`config.mk`:
```
export PLATFORM = sky130hd
export DESIGN_NAME = kws_frame_sched
export DESIGN_NICKNAME = d
export VERILOG_FILES = /design/src/rtl/kws_pkg.sv /design/src/rtl/kws_pend_fifo.sv /design/src/rtl/kws_frame_sched.sv
export SDC_FILE = /design/constraint.sdc
export NUM_CORES = 1
export LEC_CHECK = 0
export ABC_AREA = 1
export BUFFER_PORTS_ARGS = -buffer_cell sky130_fd_sc_hd__buf_4
export CAP_MARGIN = 20
export CORE_AREA = 2 2 74 76
export DETAILED_ROUTE_END_ITERATION = 10
export DIE_AREA = 0 0 76 78
export PLACE_DENSITY = 0.73
export SYNTH_ARGS = -nofsm -noshare
export SYNTH_HDL_FRONTEND = slang
export SYNTH_HIERARCHICAL = 1
export SYNTH_SLANG_ARGS = --single-unit
```
`constraint.sdc`:
```
create_clock -name clk -period 2.8 [get_ports clk]
set_input_delay 0.28 -clock clk [delete_from_list [all_inputs] [get_ports clk]]
set_output_delay 0.28 -clock clk [all_outputs]
set_load 0.01 [all_outputs]
```
`src/rtl/kws_pkg.sv`:
```
// Shared types and defaults for the keyword-spotting frame scheduler.
package kws_pkg;

    typedef enum logic [2:0] {
        ST_IDLE     = 3'd0,
        ST_COLLECT  = 3'd1,
        ST_DRAIN    = 3'd2,
        ST_CLASSIFY = 3'd3,
        ST_DONE     = 3'd4
    } kws_state_t;

    localparam int unsigned KWS_HOP        = 512;
    localparam int unsigned KWS_SAMPLES    = 16000;
    localparam int unsigned KWS_NUM_FRAMES = 32;
    localparam int unsigned KWS_PEND_DEPTH = 2;

    // Frames needed to cover an utterance; the last one may be partial.
    function automatic int unsigned frames_for(input int unsigned samples,
                                               input int unsigned hop);
        return (samples + hop - 1) / hop;
    endfunction

endpackage

```
`src/rtl/kws_pend_fifo.sv`:
```
// Small queue of completed-but-unissued frames; each entry carries only the
// zero-pad flag of its frame.
module kws_pend_fifo #(
    parameter int unsigned DEPTH = 2
) (
    input  logic                           clk,
    input  logic                           rst,
    input  logic                           clear,
    input  logic                           push,
    input  logic                           push_pad,
    input  logic                           pop,
    output logic                           head_pad,
    output logic [$clog2(DEPTH+1)-1:0]     count,
    output logic                           full,
    output logic                           empty
);

    localparam int unsigned AW = (DEPTH > 1) ? $clog2(DEPTH) : 1;
    localparam int unsigned CW = $clog2(DEPTH + 1);

    logic [DEPTH-1:0] slots;
    logic [AW-1:0]    wr_ptr;
    logic [AW-1:0]    rd_ptr;
    logic             do_push;
    logic             do_pop;
    logic [AW-1:0]    wr_ptr_next;
    logic [AW-1:0]    rd_ptr_next;

    assign full     = (count == CW'(DEPTH));
    assign empty    = (count == '0);
    assign head_pad = slots[rd_ptr];

    // A push into a full queue is only taken when a pop frees a slot.
    assign do_pop  = pop && !empty;
    assign do_push = push && (!full || do_pop);

    assign wr_ptr_next = (wr_ptr == AW'(DEPTH - 1)) ? '0 : wr_ptr + 1'b1;
    assign rd_ptr_next = (rd_ptr == AW'(DEPTH - 1)) ? '0 : rd_ptr + 1'b1;

    always_ff @(posedge clk) begin
        if (rst || clear) begin
            wr_ptr <= '0;
            rd_ptr <= '0;
            count  <= '0;
        end else begin
            if (do_push) begin
                wr_ptr <= wr_ptr_next;
            end
            if (do_pop) begin
                rd_ptr <= rd_ptr_next;
            end
            if (do_push && !do_pop) begin
                count <= count + 1'b1;
            end else if (!do_push && do_pop) begin
                count <= count - 1'b1;
            end
        end
    end

    always_ff @(posedge clk) begin
        if (do_push) begin
            slots[wr_ptr] <= push_pad;
        end
    end

endmodule

```
`src/rtl/kws_frame_sched.sv`:
```
// Utterance scheduler: releases one frame per completed hop into the FFT path,
// counts mel completions, then kicks the DNN and reports utterance completion.
module kws_frame_sched
    import kws_pkg::*;
#(
    parameter int unsigned HOP        = KWS_HOP,
    parameter int unsigned SAMPLES    = KWS_SAMPLES,
    parameter int unsigned NUM_FRAMES = KWS_NUM_FRAMES,
    parameter int unsigned PEND_DEPTH = KWS_PEND_DEPTH
) (
    input  logic       clk,
    input  logic       rst,
    input  logic       in_valid,
    input  logic       mel_done,
    input  logic       dnn_done,
    output logic       fft_start,
    output logic [5:0] frame_idx,
    output logic       pad_last,
    output logic       dnn_start,
    output logic       utt_done,
    output logic       overrun,
    output logic       busy,
    output logic [2:0] fsm_state
);

    localparam int unsigned SW = $clog2(SAMPLES + 1);
    localparam int unsigned HW = $clog2(HOP);
    localparam int unsigned PW = $clog2(PEND_DEPTH + 1);

    if (NUM_FRAMES != frames_for(SAMPLES, HOP)) begin : g_bad_cfg
        $error("kws_frame_sched: NUM_FRAMES must equal ceil(SAMPLES/HOP)");
    end

    kws_state_t    state;
    kws_state_t    state_next;

    logic [SW-1:0] samp_cnt;
    logic [HW-1:0] hop_cnt;
    logic [5:0]    mel_cnt;
    logic [5:0]    issued_cnt;
    logic          inflight;
    logic [PW-1:0] pend_cnt;

    logic          active;
    logic          sample_in;
    logic          hop_wrap;
    logic          last_sample;
    logic          pad_push;
    logic          push;
    logic          mel_accept;
    logic          issue;
    logic          issue_pad;
    logic          drop;
    logic          all_mel;
    logic          fifo_push;
    logic          fifo_pop;
    logic          fifo_head_pad;
    logic          fifo_full;
    logic          fifo_empty;
    logic          pend_clear;

    assign active      = (state == ST_COLLECT) || (state == ST_DRAIN);
    assign sample_in   = (state == ST_COLLECT) && in_valid;
    assign hop_wrap    = sample_in && (hop_cnt == HW'(HOP - 1));
    assign last_sample = sample_in && (samp_cnt == SW'(SAMPLES - 1));
    assign pad_push    = last_sample && !hop_wrap;
    assign push        = hop_wrap || pad_push;
    assign mel_accept  = active && inflight && mel_done;
    assign all_mel     = (mel_cnt == 6'(NUM_FRAMES));

    // A frame completing this cycle can issue straight away, and a mel_done
    // this cycle frees the FFT path for an issue on the same edge.
    assign issue     = active && ((pend_cnt != '0) || push) && (!inflight || mel_accept);
    assign issue_pad = fifo_empty ? pad_push : fifo_head_pad;
    assign drop      = push && fifo_full && !issue;

    assign fifo_push  = push && !drop && !(issue && fifo_empty);
    assign fifo_pop   = issue && !fifo_empty;
    assign pend_clear = (state == ST_DONE);

    kws_pend_fifo #(
        .DEPTH (PEND_DEPTH)
    ) u_pend (
        .clk      (clk),
        .rst      (rst),
        .clear    (pend_clear),
        .push     (fifo_push),
        .push_pad (pad_push),
        .pop      (fifo_pop),
        .head_pad (fifo_head_pad),
        .count    (pend_cnt),
        .full     (fifo_full),
        .empty    (fifo_empty)
    );

    always_ff @(posedge clk) begin
        if (rst) begin
            state <= ST_IDLE;
        end else begin
            state <= state_next;
        end
    end

    always_comb begin
        state_next = state;
        case (state)
            ST_IDLE: begin
                if (in_valid) begin
                    state_next = ST_COLLECT;
                end
            end
            ST_COLLECT: begin
                if (last_sample) begin
                    state_next = ST_DRAIN;
                end
            end
            ST_DRAIN: begin
                if (all_mel) begin
                    state_next = ST_CLASSIFY;
                end
            end
            ST_CLASSIFY: begin
                if (dnn_done) begin
                    state_next = ST_DONE;
                end
            end
            ST_DONE: begin
                state_next = ST_IDLE;
            end
            default: begin
                state_next = ST_IDLE;
            end
        endcase
    end

    // Dropped frames still consume an index and a mel credit so the frame
    // numbering and the drain count stay aligned with the audio.
    always_ff @(posedge clk) begin
        if (rst || state == ST_DONE) begin
            samp_cnt   <= '0;
            hop_cnt    <= '0;
            mel_cnt    <= '0;
            issued_cnt <= '0;
            inflight   <= 1'b0;
        end else begin
            if (state == ST_IDLE && in_valid) begin
                samp_cnt <= SW'(1);
                hop_cnt  <= HW'(1);
            end else if (sample_in) begin
                samp_cnt <= samp_cnt + 1'b1;
                hop_cnt  <= hop_wrap ? '0 : hop_cnt + 1'b1;
            end
            issued_cnt <= issued_cnt + 6'(issue || drop);
            mel_cnt    <= mel_cnt + 6'(mel_accept) + 6'(drop);
            if (issue) begin
                inflight <= 1'b1;
            end else if (mel_accept) begin
                inflight <= 1'b0;
            end
        end
    end

    always_ff @(posedge clk) begin
        if (rst) begin
            fft_start <= 1'b0;
            frame_idx <= '0;
            pad_last  <= 1'b0;
            dnn_start <= 1'b0;
            overrun   <= 1'b0;
        end else begin
            fft_start <= issue;
            frame_idx <= issue ? issued_cnt : '0;
            pad_last  <= issue && issue_pad;
            dnn_start <= (state == ST_DRAIN) && all_mel;
            overrun   <= overrun || drop;
        end
    end

    assign utt_done  = (state == ST_DONE);
    assign busy      = (state != ST_IDLE);
    assign fsm_state = state;

endmodule

```
## After elaboration in Yosys (flattened, before gate mapping)

Index checks and enable logic that the tools add are counted.

- Register bits: 55
- RAM bits: 0
- Memory bits (read-only): 0
- Output and inout port bits: 15
- Bits of input ports: 5
- Latch bits: 0
- Word-level logic and storage cells: 113
- Memories kept: 0

- Eq/ne operators: 12
- Div/mod/pow operators: 0
- Muxes and demuxes: 22
- Bitwise operators: 1
- Reductions and logical operators: 49
- Magnitude comparators: 3
- Add/sub/neg operators: 9
- $mul: 0
- Shift-type cells: 0

Operators by type and width:

| cell | number |
|---|---|
| logical AND 1 bit | 22 |
| adder 6 x 1 -> 6 bit | 3 |
| adder 14 x 1 -> 14 bit (second input constant) | 1 |
| equality test 14 bit (second input constant) | 1 |
| 2-to-1 mux 1 bit | 12 |
| 2-to-1 mux 3 bit | 4 |
| one-hot mux 3 bit (4 select lines) | 1 |
| adder 9 x 1 -> 9 bit (second input constant) | 1 |
| equality test 9 bit (second input constant) | 1 |
| zero test 1 bit | 9 |
| 2-to-1 mux 9 bit | 1 |
| logical OR 1 bit | 8 |
| inequality test 2 bit (second input constant) | 4 |
| nonzero test 2 bit | 4 |
| equality test 3 x 2 -> 1 bit (second input constant) | 2 |
| equality test 6 bit (second input constant) | 1 |
| less-than comparator 1 x 2 -> 1 bit (second input constant) | 2 |
| 2-to-1 mux 2 bit | 2 |
| AND reduction 4 bit | 1 |
| OR reduction 2 bit | 2 |
| equality test 3 x 1 -> 1 bit (second input constant) | 1 |
| equality test 3 bit (second input constant) | 1 |
| zero test 3 bit | 1 |
| nonzero test 3 bit | 1 |
| 9 further kinds | 10 |

## Logic depth before layout (Yosys ltp)

Gate-level depths: netlist of run 1.

- Word-level depth: 19
- Gate-level depth with buffers: 21
- Depth with buffers taken out: 21

## By module

Netlist of run 1, hierarchy kept.

By module, submodules not included:

| module | area an instance (um2) | times used | cells each | seq. area each (um2) |
|---|---|---|---|---|
| kws_frame_sched | 2346.0 | 1 | 321 | 980.9 |
| kws_pend_fifo | 301.5 | 1 | 42 | 140.1 |

## Least setup slack after synthesis of run 1

OpenSTA, ideal clock, no wires.

- Path type: register to register
- Start point: register hop_cnt[0]
- End point: register mel_cnt[5]
- Data arrival time: 2575 ps
- Clock period less this slack: 2703 ps
- Setup slack: 97 ps
- Data required time: 2672 ps
- Stages on the path, launching flop included: 16
- Buffers on the path: 0
- Library setup time: 128 ps
- Cell sequence: dfxtp_1 ha_1 nand2_1 nor3_1 inv_1 nor3_1 ha_1 nand2_1 a21boi_1 nand2_2 fa_1 nor3_1 nand2_1 nor2_1 xnor2_1 nor2_1

- Word-level cells in the longest chain between the ends: 11
- Elaborated cells between the ends (all ways): 12
- Classes of those cells: 1 x add/sub; 1 x eq/ne; 10 x reduce/logical

RTL lines:

| item | line | source |
|---|---|---|
| start: declaration | kws_frame_sched.sv:38 | `logic [HW-1:0] hop_cnt;` |
| start signal: assignment | kws_frame_sched.sv:151 | `hop_cnt <= hop_wrap ? '0 : hop_cnt + 1'b1;` |
| equality test 9 bit * | kws_frame_sched.sv:64 | `assign hop_wrap = sample_in && (hop_cnt == HW'(HOP - 1));` |
| logical AND 1 bit * | kws_frame_sched.sv:64 |  |
| zero test 1 bit | kws_frame_sched.sv:66 | `assign pad_push = last_sample && !hop_wrap;` |
| logical AND 1 bit | kws_frame_sched.sv:66 |  |
| logical OR 1 bit * | kws_frame_sched.sv:67 | `assign push = hop_wrap \|\| pad_push;` |
| logical OR 1 bit | kws_frame_sched.sv:73 | `assign issue = active && ((pend_cnt != '0) \|\| push) && (!inflight \|\| mel_accept);` |
| logical AND 1 bit (2 in a row) | kws_frame_sched.sv:73 |  |
| zero test 1 bit | kws_frame_sched.sv:75 | `assign drop = push && fifo_full && !issue;` |
| logical AND 1 bit * | kws_frame_sched.sv:75 |  |
| adder 6 x 1 -> 6 bit * | kws_frame_sched.sv:154 | `mel_cnt <= mel_cnt + 6'(mel_accept) + 6'(drop);` |
| end signal: assignment | kws_frame_sched.sv:154 |  |
| end: declaration | kws_frame_sched.sv:39 | `logic [5:0] mel_cnt;` |

Every way passes the cells marked *; elsewhere a longest branch is shown, timed or not.
A chain may end at the register's enable or synchronous reset.

## Final worst setup path of run 1

- Start point: register hop_cnt[0]
- End point: register issued_cnt[4]

- Word-level cells in the longest chain between the ends: 12
- Elaborated cells between the ends (all ways): 13
- Classes of those cells: 1 x add/sub; 1 x eq/ne; 11 x reduce/logical

RTL lines:

| item | line | source |
|---|---|---|
| equality test 9 bit * | kws_frame_sched.sv:64 |  |
| logical AND 1 bit * | kws_frame_sched.sv:64 |  |
| zero test 1 bit | kws_frame_sched.sv:66 |  |
| logical AND 1 bit | kws_frame_sched.sv:66 |  |
| logical OR 1 bit * | kws_frame_sched.sv:67 |  |
| logical OR 1 bit | kws_frame_sched.sv:73 |  |
| logical AND 1 bit (2 in a row) | kws_frame_sched.sv:73 |  |
| zero test 1 bit | kws_frame_sched.sv:75 |  |
| logical AND 1 bit | kws_frame_sched.sv:75 |  |
| logical OR 1 bit * | kws_frame_sched.sv:153 | `issued_cnt <= issued_cnt + 6'(issue \|\| drop);` |
| adder 6 x 1 -> 6 bit * | kws_frame_sched.sv:153 |  |
| end signal: assignment | kws_frame_sched.sv:153 |  |
| end: declaration | kws_frame_sched.sv:40 | `logic [5:0] issued_cnt;` |

Marks and branches as above.

==> results of run 1 <==
through the flow:
| step | TNS, ns | cell area (um2) | total power (W) |
|---|---|---|---|
| 2_1_floorplan | 0 | 2650 | 0.00105 |
| 3_3_place_gp | 0 | 2890 | 0.00115 |
| 5_1_grt | -0.0294 | 3110 | 0.00168 |
| 4_1_cts | 0 | 2990 | 0.00160 |
| 6_report | 0 | 3110 | 0.00160 |
| 3_5_place_dp | -0.0261 | 2890 | 0.00116 |
kinds of logic (layout without fill, tap and decap cells):
| logic type | after synthesis | count (layout) |
|---|---|---|
| simple gates | 183 | 183 |
| compound gates | 37 | 37 |
| fa+ha+maj | 8 | 8 |
| buf+inv | 70 | 102 |
| flops | 55 | 55 |
| xor+xnor | 10 | 10 |
repair_timing:
| action | 4_1_cts | 5_1_grt |
|---|---|---|
| endpoints found under the setup margin | 2 | 8 |
| pin swaps | 0 | 6 |
| resized for setup | 2 | 24 |
| hold endpoints to repair | 0 | 0 |
| buffers inserted | 0 | 5 |
registers in the layout, summed over array words and instances (netlist names), 2 cells and up:
signal	cells
u_pend/count	2
issued_cnt	6
u_pend/slots	2
fsm_state	3
hop_cnt	9
samp_cnt	14
frame_idx	6
mel_cnt	6
per-layer routing:
layer,vias to the layer above,wire length (um)
met5,-,0
met4,0,65
met3,6,181
met2,39,2420
met1,997,2530
li1,1193,-
cells in the final DEF (no fill, tap or decap), types with 3 or more instances in the layout:
cell and count:
ha_2 4, nor2_1 48, o21ai_0 10, buf_4 29
xor2_1 7, nand2_2 6, inv_2 9, nand4_1 6
nor3_1 13, clkbuf_8 5, nor2_4 4, nand2_1 62
nor3_2 4, nand3_1 16, a21oi_1 23, xnor2_1 3
nor3b_1 3, dfxtp_1 51, nor2_2 10, inv_1 55
how the worst max path moves through the flow:
stage	from	endpoint	cells after the start
3_5_place_dp	hop_cnt[1]	mel_cnt[5]	15
5_1_grt	hop_cnt[0]	u_pend/count[1]	21
6_report	hop_cnt[0]	issued_cnt[4]	19
3_3_place_gp	hop_cnt[1]	mel_cnt[5]	15
4_1_cts	hop_cnt[1]	u_pend/count[1]	21
2_1_floorplan	hop_cnt[0]	mel_cnt[5]	15
final cells by class:
type | count | area (um2)
Clock buffer | 5 | 68.8
Clock inverter | 3 | 23.8
Fill cell | 462 | 1940
Inverter | 64 | 240
Multi-Input combinational cell | 238 | 1330
Sequential cell | 55 | 1120
Tap cell | 70 | 87.6
Timing Repair Buffer | 30 | 229
power breakdown:
part	total [W]	internal, W	switching (W)	leakage [nW]
clock	0.000450	0.000181	0.000268	0.0461
sequential	0.000840	0.000813	0.0000273	0.442
combinational	0.000309	0.000108	0.000201	0.808
total	0.00160	0.00110	0.000497	1.30
==> summary.md, run 1 <==
| Metric | Value |
|---|---|
| Outcome | finished, final reports clean |
| Largest net degree at the start of global routing | 19 |
| Top-area cell type share of the netlist area | 40.1% |
| Hold-fix buffer count after cts | 0 |
| Total number of vias | 2,235 |
| Hold EP | fft_start |
| Slew Limit Headroom | 73.3% |
| FP Rows | 26 |
| RSZ-0062 raised after global routing | true |
| Post-Synth XOR/XNOR Area | 3.31% |
| GR Layer Usage met1 | 22.3% |
| Worst path slowest cell | dfxtp_2 |
| DRC Markers | 0 |
| Buf+Inv Stages, Crit Path | 4 |
| Ant. Diodes | 0 |
| Worst-case reg-to-reg path depth | 19 |
| Non-Filler Instances | 465 |
| Flops & latches, synth | 55 |
| Clock sink total | 55 |
| Final hold vios | 0 |
| RePlAce Congestion | 0.849 |
| Slew @ Worst Pin | 0.399 ns |
| Die width | 76 um |
| R2r endpoint | issued_cnt[4] |
| Cell count after synthesis | 363 |
| H-tree depth | 2 |
| Final WL | 5.20 mm |
| Syn Nets | 376 |
| Simple-gate share of the synthesized area | 32.8% |
| Tcrit/Tclk final | 93.7% |
| Total global-route track usage | 18.4% |
| Dpl ws | -0.0261 ns |
| Post-DRT Antenna Nets | 0 |
| Die ar. | 5930 um2 |
| R2r startpoint | hop_cnt[0] |
| Worst path max stage delay | 0.35 ns |
| Critical path data arrival time | 2.83 ns |
| Pins Over Slew Limit | 0 |
| Setup slack after layout | 0.177 ns |
| Placed instance count | 452 |
| Root Buffer | clkbuf_8 |
| Final net count | 407 |
| CP Data Required Time | 3.00 ns |
| Startpoint types | flip-flop |
| Vias in the first global route | 2,100 |
| Share of post-route cells with drive strength above 1 | 21.8% |
| Worst setup EP type | flip-flop |
| Area delta synth->final | 17.3% |
| Synth Warn # | 6 |
| Crit-path most repeated cell | ha_2 |
| Initial DRC count | 107 |
| Grt met2 use | 32.6% |
| Endpoints failing setup | 0 |
| First-pass GRT wire length | 8.97 mm |
| TritonRoute pass-1 iters | 4 |
| Top post-synthesis cells by count | 65 x nand2_1, 58 x inv_1, 53 x dfxtp_1 |
| Num CTS Buffers | 5 |
| Vias per cell | 4.81 |
| IO Pins | 20 |
| Clock skew | 0.00616 ns |
| Die Height | 78 um |
| Largest family of logic cells by synthesized area | simple AND/OR/NAND/NOR gates |
| Flop2flop setup slack | 0.18 ns |
| Top post-synthesis cells by area | dfxtp_1 40%, nand2_1 9.2%, inv_1 8.2% |
| Mapped cell area | 2650 um2 |
| Sequential element share of the synthesized area | 42.3% |
| Peak supply drop | 0.322 mV |
| Utilization after layout | 61.6% |
| Total gr overflow | 0 |
| Crit Path Max Fanout | 6 |
| Post-synth EDFFs | 2 |
| Hold depth | 2 |
| GR peak layer | met2 |
| Syn_area_per_cell | 7.29 um2 |
| CTS tree | built |
| Max-cap violations | 0 |
| Initial antenna violation count | 0 |
| Max Clock Freq | 0.381 GHz |
| Async SR Flop Fraction | 0% |
| Hold path start | rst |
| Top_reg_cell synth | dfxtp_1 |
| Clock-pin slew on the worst setup and hold paths | 0.10 ns |
| Synth Area in Compound Gates | 7.18% |
| Initial Utilization | 52.5% |
| HPWL Detailed | 3.86 mm |
| Most instantiated library cell after synthesis | nand2_1 |
| Fin crit period | 2.62 ns |
| Final hold slack | 0.206 ns |
| Mux contribution to synthesized area | 0% |
| Hold Path Class | primary input to flip-flop |
| Leading area contributor after synthesis | dfxtp_1 |
| Crit-path leading delay family | simple AND/OR/NAND/NOR gates |
| PortBufs | 19 |
| Yosys cell types | 31 |
| Core region area | 5040 um2 |
| Critical path type | flip-flop to flip-flop |
| Post-synthesis adder-cell area fraction | 4.06% |
| Pwr Density | 515 nW/um2 |
| Worst-skew pair later-pin latency | 0.31 ns |
| Maximum clock path buffer count | 2 |
| DR WL/cell | 11.2 um |
| Pleak | 1.30 nW |
| Grt met3 use | 3.95% |
| Critical path, cell by cell | ha_2, nand2_1, nor3_2, inv_1, nor3_2, ha_2, nand2_4, buf_6, nand3_2, nand3_4, inv_2, or2_2, ha_2, ha_2, nand2_1, inv_1, nand2_1, o21ai_1, a21oi_1 |
No activity file was read; power rests on OpenSTA's default activity.
==> inputs of run 2 (changes only) <==
Settings changed: PLACE_DENSITY 0.73 to 0.77.
==> run 2 against run 1 <==
Effect of this change:
- hold slack gained 0.0013 ns
- wire length is 1.3% lower
- critical path depth is 2 higher
- clock skew is 0.0064 ns higher
- die area is the same
==> summary.md, run 2 (synthesis results as in run 1) <==
| Metric | Value |
|---|---|
| Pwr Density | 526 nW/um2 |
| Crit path depth | 21 |
| Root Buffer | clkbuf_8 |
| HPWL Detailed | 3.79 mm |
| PortBufs | 19 |
| Commonest non-fill, non-tap cells in the layout | 65 x nand2_1, 58 x inv_1, 52 x dfxtp_1 |
| Initial antenna violation count | 0 |
| Die ar. | 5930 um2 |
| RSZ-0062 raised after global routing | true |
| Slew @ Worst Pin | 0.401 ns |
| Worst path slowest cell | dfxtp_1 |
| RePlAce Congestion | 0.856 |
| Hold-fix buffer count after cts | 0 |
| Commonest non-fill, non-tap cell in the layout | nand2_1 |
| Critical path type | flip-flop to flip-flop |
| Clock share of power | 28.8% |
| Hold depth | 2 |
| Flop2flop setup slack | 0.14 ns |
| Clock sink total | 55 |
| Share of post-route cells with drive strength above 1 | 18.5% |
| Num CTS Buffers | 5 |
| Critical path, cell by cell | ha_1, nand2_1, nor3_2, inv_1, nor3_2, ha_2, nand2_1, buf_4, nand3_2, nand3_4, nand2_4, nand2_1, nor2_2, nand2_1, inv_1, ha_1, inv_1, nand3_1, nand2_1, inv_1, nor2_1 |
| Switching share of total power | 31.3% |
| Clock skew | 0.0126 ns |
| Tcrit/Tclk final | 94.9% |
| Worst path max stage delay | 0.36 ns |
| Die Height | 78 um |
| Maximum clock path buffer count | 2 |
| Placed instance count | 453 |
| Max Clock Freq | 0.376 GHz |
| Total global-route track usage | 18.1% |
| Buf+Inv Stages, Crit Path | 5 |
| Vias per cell | 4.82 |
| Total gr overflow | 0 |
| Final net count | 407 |
| Initial DRC count | 96 |
| Final hold vios | 0 |
| TritonRoute pass-1 iters | 4 |
| CP Data Required Time | 3.06 ns |
| Crit Path Max Fanout | 6 |
| Startpoint types | flip-flop |
| First-pass GRT wire length | 8.84 mm |
| Area delta synth->final | 15.4% |
| Clock-pin slew on the worst setup and hold paths | 0.11 ns |
| Seq pwr share | 52.2% |
| Combinational share of power | 19.0% |
| Outcome | finished, final reports clean |
| FP Rows | 26 |
| Crit-path leading delay family | simple AND/OR/NAND/NOR gates |
| Fillcell total | 455 |
| Pint | 0.00110 W |
| Core region area | 5040 um2 |
| Utilization after layout | 60.6% |
| Critical path data arrival time | 2.92 ns |
| Fin crit period | 2.66 ns |
| IO Pins | 20 |
| Crit-path most repeated cell | nand2_1 |
| Pleak | 1.29 nW |
| Final WL | 5.13 mm |
| Biggest regs | samp_cnt: 14 flops, hop_cnt: 9 flops |
| Hold Path Class | primary input to flip-flop |
| CTS tree | built |
| DRC Markers | 0 |
| Worst-case reg-to-reg path depth | 21 |
| DR WL/cell | 11.0 um |
| Max reg flops | 14 |
| Post-DRT Antenna Nets | 0 |
| Pins Over Slew Limit | 0 |
| Initial Utilization | 52.5% |
| Max-cap violations | 0 |
| Peak supply drop | 0.370 mV |
| P_sw | 0.000504 W |
| Worst-skew pair later-pin latency | 0.31 ns |
| Biggest register | samp_cnt |
| Ant. Diodes | 0 |
| Die width | 76 um |
| Total number of vias | 2,240 |
| Worst setup EP type | flip-flop |
| Endpoints failing setup | 0 |
| H-tree depth | 2 |
| Slew Limit Headroom | 73.2% |
| Largest net degree at the start of global routing | 20 |
| Vias in the first global route | 2,028 |
| Non-Filler Instances | 465 |
run 2: cell count changes in the layout (fill, tap and decap cells not counted), moves of 2 or more:
cell,previous run,this run
nand2_1,62,65
inv_1,55,58
ha_1,2,6
ha_2,4,1
nor2_1,48,50
inv_2,9,6
nand2_2,6,4
run 2: final timing paths:
check                                    from         endpoint
worst min-delay path                      rst     fsm_state[2]
worst max-delay path               hop_cnt[0]  u_pend/count[1]
worst min register to register  issued_cnt[0]     frame_idx[0]
worst max register to register     hop_cnt[0]  u_pend/count[1]
run 2: layout make-up:
type,instances,area (um2),share of cell area (%)
multi-input combinational,238,1280,42.0
clock inverter,3,27.5,0.901
clock buffer,5,68.8,2.25
timing repair buffer,30,225,7.37
sequential,55,1120,36.7
inverter,64,240,7.86
tap,70,87.6,2.87
run 2: through the flow:
stage	instance area [um2]	total power (W)	setup slack (ns)	TNS (ns)	hold slack, ns
2_1_floorplan	2650	0.00105	0.0970	0	0.349
3_3_place_gp	2900	0.00115	0.112	0	0.433
4_1_cts	3000	0.00163	0.000384	0	0.196
6_report	3060	0.00161	0.143	0	0.207
3_5_place_dp	2900	0.00116	0.000101	0	0.436
5_1_grt	3060	0.00170	-0.0892	-0.126	0.192
run 2: power groups by stage:
stage	registers, W	clock network, W	logic (W)
final	0.000838	0.000463	0.000305
after detailed placement	0.000855	0	0.000304
after global placement	0.000854	0	0.000301
after CTS	0.000838	0.000483	0.000307
after floorplan	0.000858	0	0.000197
after global routing	0.000842	0.000512	0.000343
run 2: metal layers:
layer / vias up / part of all wire [%] / GRT usage (%)
met5: - / 0 / 0
met4: 0 / 1.3 / 6.55
met3: 5 / 2.8 / 3.37
met2: 34 / 47 / 30.0
met1: 1000 / 49 / 23.8
li1: 1201 / - / -
run 2: repair_timing:
action	CTS	global route
endpoints found under the setup margin	1	14
buffers inserted	0	4
gates resized for setup	1	8
pin swaps	0	4
cloned	0	0
